$ cat config.mk
export PLATFORM = sky130hd
export DESIGN_NAME = minimig_autoconfig_ctrl
export DESIGN_NICKNAME = d
export VERILOG_FILES = /design/src/rtl/minimig_autoconfig_pkg.sv /design/src/rtl/minimig_autoconfig_ctrl.sv
export SDC_FILE = /design/constraint.sdc
export NUM_CORES = 1
export LEC_CHECK = 0
export ABC_AREA = 1
export CAP_MARGIN = 20
export CORE_ASPECT_RATIO = 0.5
export CORE_MARGIN = 2
export CORE_UTILIZATION = 46
export CTS_CLUSTER_SIZE = 40
export DETAILED_ROUTE_END_ITERATION = 12
export GPL_TIMING_DRIVEN = 0
export MAX_ROUTING_LAYER = met4
export PLACE_DENSITY = 0.91
export SYNTH_ARGS = -nofsm -noshare
export SYNTH_HDL_FRONTEND = slang
export SYNTH_SLANG_ARGS = --single-unit
export TNS_END_PERCENT = 20
$ cat constraint.sdc
create_clock -name clk -period 3.4 [get_ports clk]
set_input_delay 0.85 -clock clk [delete_from_list [all_inputs] [get_ports clk]]
set_output_delay 0.85 -clock clk [all_outputs]
set_load 0.01 [all_outputs]
$ cat src/rtl/minimig_autoconfig_pkg.sv
// Shared types and constants for the Minimig AutoConfig chain sequencer:
// FSM states, board slot numbers, register offsets and RAM size-nybble codes.
package minimig_autoconfig_pkg;

    typedef enum logic [3:0] {
        S_INIT0,
        S_INIT1,
        S_INIT2,
        S_SELECT,
        S_IDLE,
        S_RD1,
        S_RD2,
        S_RD3,
        S_ACK,
        S_DONE
    } state_t;

    localparam logic [1:0] SLOT_Z2  = 2'd0;
    localparam logic [1:0] SLOT_Z3A = 2'd1;
    localparam logic [1:0] SLOT_Z3B = 2'd2;
    localparam logic [1:0] SLOT_ETH = 2'd3;

    localparam logic [5:0] REG_Z3BASE = 6'h22;
    localparam logic [5:0] REG_Z2BASE = 6'h24;
    localparam logic [5:0] REG_SHUTUP = 6'h26;

    localparam logic [3:0] SZ_2MB  = 4'b0110;
    localparam logic [3:0] SZ_4MB  = 4'b0111;
    localparam logic [3:0] SZ_8MB  = 4'b0000;
    localparam logic [3:0] SZ_NONE = 4'b1111;

    // Nybble RAM locations holding the size fields patched after reset.
    localparam logic [8:0] ROM_Z2_SIZE   = 9'h001;
    localparam logic [8:0] ROM_Z3B_SIZE0 = 9'h081;
    localparam logic [8:0] ROM_Z3B_SIZE1 = 9'h085;

    // Maps a 2-bit board size selector to its AutoConfig size nybble.
    function automatic logic [3:0] size_code(input logic [1:0] sz, input logic allow_8mb);
        case (sz)
            2'b01:   size_code = SZ_2MB;
            2'b10:   size_code = SZ_4MB;
            2'b11:   size_code = allow_8mb ? SZ_8MB : SZ_NONE;
            default: size_code = SZ_NONE;
        endcase
    endfunction

endpackage

$ cat src/rtl/minimig_autoconfig_ctrl.sv
// Zorro AutoConfig chain sequencer: patches board size nybbles after reset,
// serves $E8xxxx reads from the nybble RAM and latches base-address writes.
module minimig_autoconfig_ctrl
    import minimig_autoconfig_pkg::*;
#(
    parameter int SLOT_BITS = 2,
    parameter int REG_BITS  = 6
) (
    input  logic                          clk,
    input  logic                          reset,
    input  logic [1:0]                    fastram_sz,
    input  logic [1:0]                    bank0_sz,
    input  logic                          z3_en,
    input  logic                          eth_en,
    input  logic                          req,
    input  logic                          we,
    input  logic [REG_BITS-1:0]           addr,
    input  logic [15:0]                   din,
    output logic [15:0]                   dout,
    output logic                          ack,
    output logic [SLOT_BITS+REG_BITS:0]   rom_a_read,
    output logic [SLOT_BITS+REG_BITS:0]   rom_a_write,
    output logic [3:0]                    rom_d,
    output logic                          rom_we,
    input  logic [3:0]                    rom_q,
    output logic [7:0]                    z2_base,
    output logic [15:0]                   z3a_base,
    output logic [15:0]                   z3b_base,
    output logic [15:0]                   eth_base,
    output logic                          z2_cfg,
    output logic                          z3a_cfg,
    output logic                          z3b_cfg,
    output logic                          eth_cfg,
    output logic                          cfg_done
);

    localparam int AW = SLOT_BITS + REG_BITS + 1;

    state_t                 r_state, w_state_nxt;
    state_t                 r_ret, w_ret_nxt;
    logic [SLOT_BITS-1:0]   r_slot, w_slot_nxt;
    logic [AW-1:0]          r_rom_a_read;
    logic [AW-1:0]          r_rom_a_write, w_rom_a_write;
    logic [3:0]             r_rom_d, w_rom_d;
    logic                   r_rom_we, w_rom_we;
    logic [15:0]            r_dout;
    logic                   r_ack, w_ack_nxt;
    logic [7:0]             r_z2_base;
    logic [15:0]            r_z3a_base, r_z3b_base, r_eth_base;
    logic [3:0]             r_cfg;
    logic                   r_cfg_done;

    logic [3:0]             w_slot_en;
    logic                   w_rd_accept, w_wr_accept, w_done_accept;
    logic                   w_z2_hit, w_z3_hit, w_shutup, w_wr_advance;

    assign w_slot_en = {eth_en, (bank0_sz == 2'b01) || (bank0_sz == 2'b10), z3_en, fastram_sz != 2'b00};

    assign w_z2_hit     = (r_slot == SLOT_Z2) && (addr == REG_Z2BASE);
    assign w_z3_hit     = (r_slot != SLOT_Z2) && (addr == REG_Z3BASE);
    assign w_shutup     = (addr == REG_SHUTUP);
    assign w_wr_advance = w_z2_hit || w_z3_hit || w_shutup;

    always_comb begin
        // NOTE: every signal assigned here gets a default first, so no path leaves one unassigned and infers a latch.
        w_state_nxt   = r_state;
        w_ret_nxt     = r_ret;
        w_slot_nxt    = r_slot;
        w_rd_accept   = 1'b0;
        w_wr_accept   = 1'b0;
        w_done_accept = 1'b0;
        w_rom_we      = 1'b0;
        w_rom_a_write = '0;
        w_rom_d       = '0;
        case (r_state)
            S_INIT0: begin
                w_rom_we      = 1'b1;
                w_rom_a_write = ROM_Z2_SIZE;
                w_rom_d       = size_code(fastram_sz, 1'b1);
                w_state_nxt   = S_INIT1;
            end
            S_INIT1: begin
                w_rom_we      = 1'b1;
                w_rom_a_write = ROM_Z3B_SIZE0;
                w_rom_d       = size_code(bank0_sz, 1'b0);
                w_state_nxt   = S_INIT2;
            end
            S_INIT2: begin
                w_rom_we      = 1'b1;
                w_rom_a_write = ROM_Z3B_SIZE1;
                w_rom_d       = size_code(bank0_sz, 1'b0);
                w_state_nxt   = S_SELECT;
            end
            S_SELECT: begin
                if (w_slot_en[r_slot])
                    w_state_nxt = S_IDLE;
                else if (r_slot == SLOT_ETH)
                    w_state_nxt = S_DONE;
                else
                    w_slot_nxt = r_slot + 1'b1;
            end
            S_IDLE: begin
                if (req && !we) begin
                    w_rd_accept = 1'b1;
                    w_ret_nxt   = S_IDLE;
                    w_state_nxt = S_RD1;
                end else if (req) begin
                    w_wr_accept = 1'b1;
                    w_ret_nxt   = S_IDLE;
                    w_state_nxt = S_ACK;
                    if (w_wr_advance) begin
                        if (r_slot == SLOT_ETH) begin
                            w_ret_nxt = S_DONE;
                        end else begin
                            w_slot_nxt = r_slot + 1'b1;
                            w_ret_nxt  = S_SELECT;
                        end
                    end
                end
            end
            S_RD1: w_state_nxt = S_RD2;
            S_RD2: w_state_nxt = S_RD3;
            S_RD3: w_state_nxt = S_ACK;
            S_ACK: begin
                if (!req)
                    w_state_nxt = r_ret;
            end
            S_DONE: begin
                if (req) begin
                    w_done_accept = 1'b1;
                    w_ret_nxt     = S_DONE;
                    w_state_nxt   = S_ACK;
                end
            end
            default: w_state_nxt = S_INIT0;
        endcase
    end

    // ack pulses only on entry to ACK, so a req held high afterwards is not re-acknowledged.
    assign w_ack_nxt = (w_state_nxt == S_ACK) && (r_state != S_ACK);

    always_ff @(posedge clk or posedge reset) begin
        if (reset) begin
            r_state       <= S_INIT0;
            r_ret         <= S_IDLE;
            r_slot        <= '0;
            r_ack         <= 1'b0;
            r_rom_we      <= 1'b0;
            r_rom_a_write <= '0;
            r_rom_d       <= '0;
        end else begin
            // NOTE: non-blocking assignments make every register sample pre-edge values, independent of statement order.
            r_state       <= w_state_nxt;
            r_ret         <= w_ret_nxt;
            r_slot        <= w_slot_nxt;
            r_ack         <= w_ack_nxt;
            r_rom_we      <= w_rom_we;
            r_rom_a_write <= w_rom_a_write;
            r_rom_d       <= w_rom_d;
        end
    end

    always_ff @(posedge clk or posedge reset) begin
        if (reset) begin
            r_rom_a_read <= '0;
            r_dout       <= 16'hFFFF;
            r_z2_base    <= '0;
            r_z3a_base   <= '0;
            r_z3b_base   <= '0;
            r_eth_base   <= '0;
            r_cfg        <= '0;
            r_cfg_done   <= 1'b0;
        end else begin
            if (w_rd_accept)
                r_rom_a_read <= {1'b0, r_slot, addr};
            if (r_state == S_RD3)
                r_dout <= {rom_q, 12'hFFF};
            if (w_done_accept && !we)
                r_dout <= 16'hFFFF;
            if (w_wr_accept && w_z2_hit) begin
                r_z2_base      <= din[15:8];
                r_cfg[SLOT_Z2] <= 1'b1;
            end
            if (w_wr_accept && w_z3_hit) begin
                case (r_slot)
                    SLOT_Z3A: begin r_z3a_base <= din; r_cfg[SLOT_Z3A] <= 1'b1; end
                    SLOT_Z3B: begin r_z3b_base <= din; r_cfg[SLOT_Z3B] <= 1'b1; end
                    default:  begin r_eth_base <= din; r_cfg[SLOT_ETH] <= 1'b1; end
                endcase
            end
            if (w_state_nxt == S_DONE)
                r_cfg_done <= 1'b1;
        end
    end

    assign dout        = r_dout;
    assign ack         = r_ack;
    assign rom_a_read  = r_rom_a_read;
    assign rom_a_write = r_rom_a_write;
    assign rom_d       = r_rom_d;
    assign rom_we      = r_rom_we;
    assign z2_base     = r_z2_base;
    assign z3a_base    = r_z3a_base;
    assign z3b_base    = r_z3b_base;
    assign eth_base    = r_eth_base;
    assign z2_cfg      = r_cfg[SLOT_Z2];
    assign z3a_cfg     = r_cfg[SLOT_Z3A];
    assign z3b_cfg     = r_cfg[SLOT_Z3B];
    assign eth_cfg     = r_cfg[SLOT_ETH];
    assign cfg_done    = r_cfg_done;

endmodule

== Word-level counts from Yosys, hierarchy flattened ==
Index checks and enable logic that the tools add are counted.

* Add/sub/neg operators: 1
* Magnitude comparators: 1
* Eq/ne operators: 29
* Muxes and demuxes: 33
* Bitwise operators: 1
* Reduce and logical (&&, ||, !) cells: 26

{| class="wikitable"
|+ Operator list
! cell !! number
|-
| 4-bit 2-to-1 mux || 10
|-
| 4-bit case mux with 10 select lines || 1
|-
| 16-bit 2-to-1 mux || 2
|-
| 4-bit case mux with 2 select lines || 3
|-
| 8-bit case mux with 3 select lines || 1
|-
| 6-bit == test (second input constant) || 3
|-
| 4-bit by 3-bit == test with 1-bit output (second input constant) || 4
|-
| 4-bit == test (second input constant) || 4
|-
| 4-bit case mux with 3 select lines || 1
|-
| 2-bit == test (second input constant) || 5
|-
| 2-bit 2-to-1 mux || 5
|-
| 2-bit inequality test (second input constant) || 5
|-
| 2-bit nonzero test || 5
|-
| 4-bit by 2-bit == test with 1-bit output (second input constant) || 2
|-
| 1-bit 2-to-1 mux || 8
|-
| 1-bit logical AND || 7
|-
| 2-bit by 1-bit == test with 1-bit output (second input constant) || 3
|-
| 2-bit AND reduction || 3
|-
| 5-bit AND reduction || 1
|-
| 4-bit by 1-bit == test with 1-bit output (second input constant) || 1
|-
| 4-bit logical NOT || 1
|-
| 4-bit inequality test (second input constant) || 1
|-
| 2-bit case mux with 2 select lines || 1
|-
| 2-bit OR reduction || 2
|-
| 10 further kinds || 12
|}

* Register bits: 110
* Bits of input ports: 36
* Word-level logic and storage cells: 109

== Longest topological paths before layout ==
* Word-level depth: 8
* Mapped depth: 11
* Mapped depth without buffers: 11

== Worst setup path after synthesis ==
No wires, ideal clock.

* Kind: input-to-reg
* Start point: input port bank0_sz[1]
* End point: register r_cfg_done (netlist: cfg_done)
* Data arrival time: 1783 ps
* Required time: 3284 ps
* Path slack: 1500 ps
* Stages: 10
* Path through: inv_1 -> ha_1 -> o21ai_0 -> nand2_1 -> nand2_1 -> nor2_1 -> nor2_1 -> nor2_1 -> nand2_1 -> nand2_1

* Cells in the longest elaborated chain, start to end: 7
* Elaborated cells on any way between the ends: 8

{| class="wikitable"
|+ Ends and longest elaborated chain
! element !! line !! source
|-
| from (decl) || minimig_autoconfig_ctrl.sv:12 || <nowiki>input logic [1:0] bank0_sz,</nowiki>
|-
| 2-bit by 1-bit == test with 1-bit output / 2-bit == test (equally long branches) || minimig_autoconfig_ctrl.sv:57 || <nowiki>assign w_slot_en = {eth_en, (bank0_sz == 2'b01) || (bank0_sz == 2'b10), z3_en, fastram_sz != 2'b00};</nowiki>
|-
| 1-bit logical OR * || minimig_autoconfig_ctrl.sv:57 ||
|-
| 1-bit binary-select mux with 2-bit select * || minimig_autoconfig_ctrl.sv:95 || <nowiki>if (w_slot_en[r_slot])</nowiki>
|-
| 1-bit 2-to-1 mux (not written as such) * || minimig_autoconfig_ctrl.sv:95 ||
|-
| 4-bit 2-to-1 mux * || minimig_autoconfig_ctrl.sv:95 ||
|-
| 4-bit case mux with 10 select lines * || minimig_autoconfig_ctrl.sv:75 || <nowiki>case (r_state)</nowiki>
|-
| 4-bit == test * || minimig_autoconfig_ctrl.sv:191 || <nowiki>if (w_state_nxt == S_DONE)</nowiki>
|-
| to (signal assigned) || minimig_autoconfig_ctrl.sv:172 || <nowiki>r_cfg_done <= 1'b0;</nowiki>
|-
| to (signal assigned) || minimig_autoconfig_ctrl.sv:192 || <nowiki>r_cfg_done <= 1'b1;</nowiki>
|-
| to (decl) || minimig_autoconfig_ctrl.sv:51 || <nowiki>logic r_cfg_done;</nowiki>
|}

Every way passes the cells marked *; elsewhere a longest branch is shown, timed or not. The select of a mux whose other input is x is not followed.
A chain may end at the register's enable or synchronous reset.

== Final worst setup path ==
* Start point: register r_dout[12] (netlist: dout[12])
* End point: output port dout[12]

{| class="wikitable"
|+ RTL lines
! element !! line !! source
|-
| from (decl) || minimig_autoconfig_ctrl.sv:46 || <nowiki>logic [15:0] r_dout;</nowiki>
|-
| from (signal assigned) || minimig_autoconfig_ctrl.sv:177 || <nowiki>r_dout <= {rom_q, 12'hFFF};</nowiki>
|-
| to (decl) || minimig_autoconfig_ctrl.sv:19 || <nowiki>output logic [15:0] dout,</nowiki>
|}

No word-level cell between the ends.

==> impl_results.md <==
* EDFF count, synth at 0
* Worst path bufs/invs at 1
* Slowest CP cell: dfstp_2
* Routed wire per std cell at 14.08 um
* CP Launch Type: register
* Die width at 137.7 um
* FF-to-FF Start: r_slot[0]
* Syn-to-layout area delta at 40.88%
* DP Area at 5515 um2
* Post-synthesis instance area at 4114 um2
* Filler cells at around 700
* Tightest Hold Check Type: register to register
* Setup crit end kind: output port
* CTS root buffer: clkbuf_16
* DR iter-0 viols at 181
* Via count at 3425
* Kind of critical path: register to output port
* Cts bufs inserted at 9
* Ys async rst share at 1.000
* Yosys warnings at 0
* Cell with the most instances after synthesis: nand2_1
* Post-synth cell types at 26
* Clock sink count at just over 90
* Largest area contributor in the netlist: dfrtp_1
* Flops & latches, synth at 91
* Design area at 5796 um2
* GRT Total Usage at 0.2272
* Family with the most delay on the worst path: flip-flops
* Worst Hold Depth at 2
* CP Data Arrival Time at around 1.4 ns
* DR WL met3 at 669 um
* Depth of the CTS H-tree at 3
* Max Transition Viols Final at 0
* CP peak stage delay at 0.53 ns
* Vias in the first global route at 3474
* Final setup vio count at 0
* Skew-Pair Late Insertion Delay at 0.34 ns
* Ports at 137
* Nets at 642
* Register area share after synthesis at 0.5550
* Largest net degree at the start of global routing at 65
* Depth of the most critical reg-to-reg path at 7
* Routability cong. at 0.8381
* Port Buffers at 116
* Synth top area share at 0.5231
* CTS hold repair buffers at 0
* Maxcap violations at 0
* Setup bufs post-CTS at 0
* Worst Path Required at 2.55 ns
* Row cnt at 24
* Synth top area cells: dfrtp_1 52%, nand2_1 12%, inv_1 5.5%
* Pwr dens at ~570 nW/um2
* DRC Markers at 0
* Inst Count DP at approximately 700
* Pleak at about 2.9 nW
* CP Max Fanout at 2
* ANT cells at 0
* First-pass GRT wire length at roughly 17 mm
* Syn avg cell area at 9.022 um2
* Unrepaired setup endpoints after global routing: false
* VDD IR max at between 0.3 and 0.4 mV
* DPL Wire Length at between 7 and 8 mm
* Final min period at 2.245 ns
* FF-to-FF End: z2_base[7]
* Vias per cell at 4.737
* Die Ht at 70.87 um
* GRT overflow at 0
* TritonRoute pass-1 iters at 4
* Core area at 8708 um2
* Wl on met1 at slightly above 4 mm
* Metal2 WL at 5.221 mm
* Initial core utilization at 0.4724
* Gate Count Post-Synth at 456
* Final core occ at 0.6655
* Status: finished, final reports clean
* Hold wc startpoint: r_cfg[2]
* TritonCTS clock tree: yes
* Top layer in use: met4
* Reg clk slew, reported paths at 0.06 ns
* Resized cells post-CTS at 0
* Final WL at just over 10 mm
* Worst setup startpoint: dout[12]
* Final period utilization at 0.6602
* Max Root-Sink Buffers at 2
* Reg2reg setup slack at around 1.5 ns
* Die Area at 9762 um2
* Final std cells w/o fill at 723
* Achievable Freq at 445.5 MHz
* Crit path to: dout[12]
* Most frequent cells after synthesis: 129 x nand2_1, 86 x dfrtp_1, 60 x inv_1
* Synth Flop Type: dfrtp_1
* Antenna violations before repair at 0
* Crit-path cells: clkdlybuf4s50_1
* Final Hold Vio Count at 0
* Share of cells above drive strength 1 at 0.1304
* Clock Skew at around 0.006 ns
* Antenna Nets Post-Route at 0
* Critical path depth in cells at 1
==> placed cells by master, fill, tap and decap left out <==
cell / count
clkinv_4: 1
o21ai_0: 21
dfstp_2: 5
nand2_1: 129
clkdlybuf4s50_1: 116
buf_6: 10
inv_1: 59
a21oi_1: 9
inv_4: 1
ha_1: 5
nand2_4: 4
buf_4: 20
inv_6: 1
nand2_2: 1
dfrtp_1: 86
conb_1: 19
clkbuf_8: 1
nor3_1: 4
nor2_1: 30
o21ai_1: 32
nand3_4: 1
clkinv_2: 1
clkbuf_16: 9
a31oi_1: 1
clkbuf_1: 1
buf_2: 2
a32o_1: 1
nor2_4: 1
nand3_1: 11
o211ai_1: 1
o22ai_1: 2
buf_16: 1
inv_2: 1
o21ai_2: 16
clkinvlp_4: 2
nor2_8: 1
==> stage by stage <==
stage | setup WS, ns | hold WS, ns | setup TNS, ns | power, W
floorplan | 0.1947 | 0.4447 | 0 | 0.001954
global placement | -1.095 | 0.4478 | -94.89 | 0.002329
detailed placement | 0.8112 | 0.4519 | 0 | 0.002373
CTS | 1.137 | 0.4685 | 0 | 0.003315
global route | 1.037 | 0.4823 | 0 | 0.003504
finish | 1.155 | 0.4665 | 0 | 0.003285
==> report_power, final <==
part | switching [W] | internal (W) | total, W
combinational | 0.000535 | 0.000444 | 0.000979
sequential | 0.000106 | 0.00127 | 0.00138
clock | 0.000411 | 0.000518 | 0.000929
total | 0.00105 | 0.00223 | 0.00329
==> layout make-up <==
class                      count  area (um2)  area share
sequential                    91        2283      0.3940
buffer                        32       272.8     0.04706
inverter                      61       231.5     0.03994
tap                          117       146.4     0.02526
clock inverter                 5       37.54    0.006477
clock buffer                  11       242.7     0.04188
timing repair buffer         117        1189      0.2051
multi-input combinational    289        1393      0.2403
==> kinds of logic after synthesis <==
family,count (synthesis),synth area share
AO/OA/AOI/OAI,83,0.1183
flip-flops,91,0.5550
other,2,0.001825
AND/OR/NAND/NOR,182,0.1877
adder cells (fa/ha/maj),5,0.01521
buffers and inverters,93,0.1220
==> routing by layer <==
layer	track usage	vias up
met2	0.3936	117
met4	0.07710	0
met3	0.05950	15
met1	0.2578	1615
met5	-	-
li1	-	1678
==> registers in the layout (all words and copies together), names as in the netlist, 2 cells and up <==
signal	cells
r_cfg	4
r_state	4
rom_a_read	8
rom_a_write	3
z2_base	8
z3b_base	16
dout	4
eth_base	16
z3a_base	16
r_ret	4
r_slot	2
rom_d	3
==> worst min path at each step <==
stage	endpoint	slack, ns
6_report	r_cfg[2]	0.47
3_3_place_gp	r_cfg[2]	0.45
5_1_grt	r_cfg[2]	0.48
3_5_place_dp	r_cfg[2]	0.45
2_1_floorplan	r_ret[2]	0.44
4_1_cts	r_cfg[2]	0.47
Note: power is estimated with default switching activity, not from simulation.
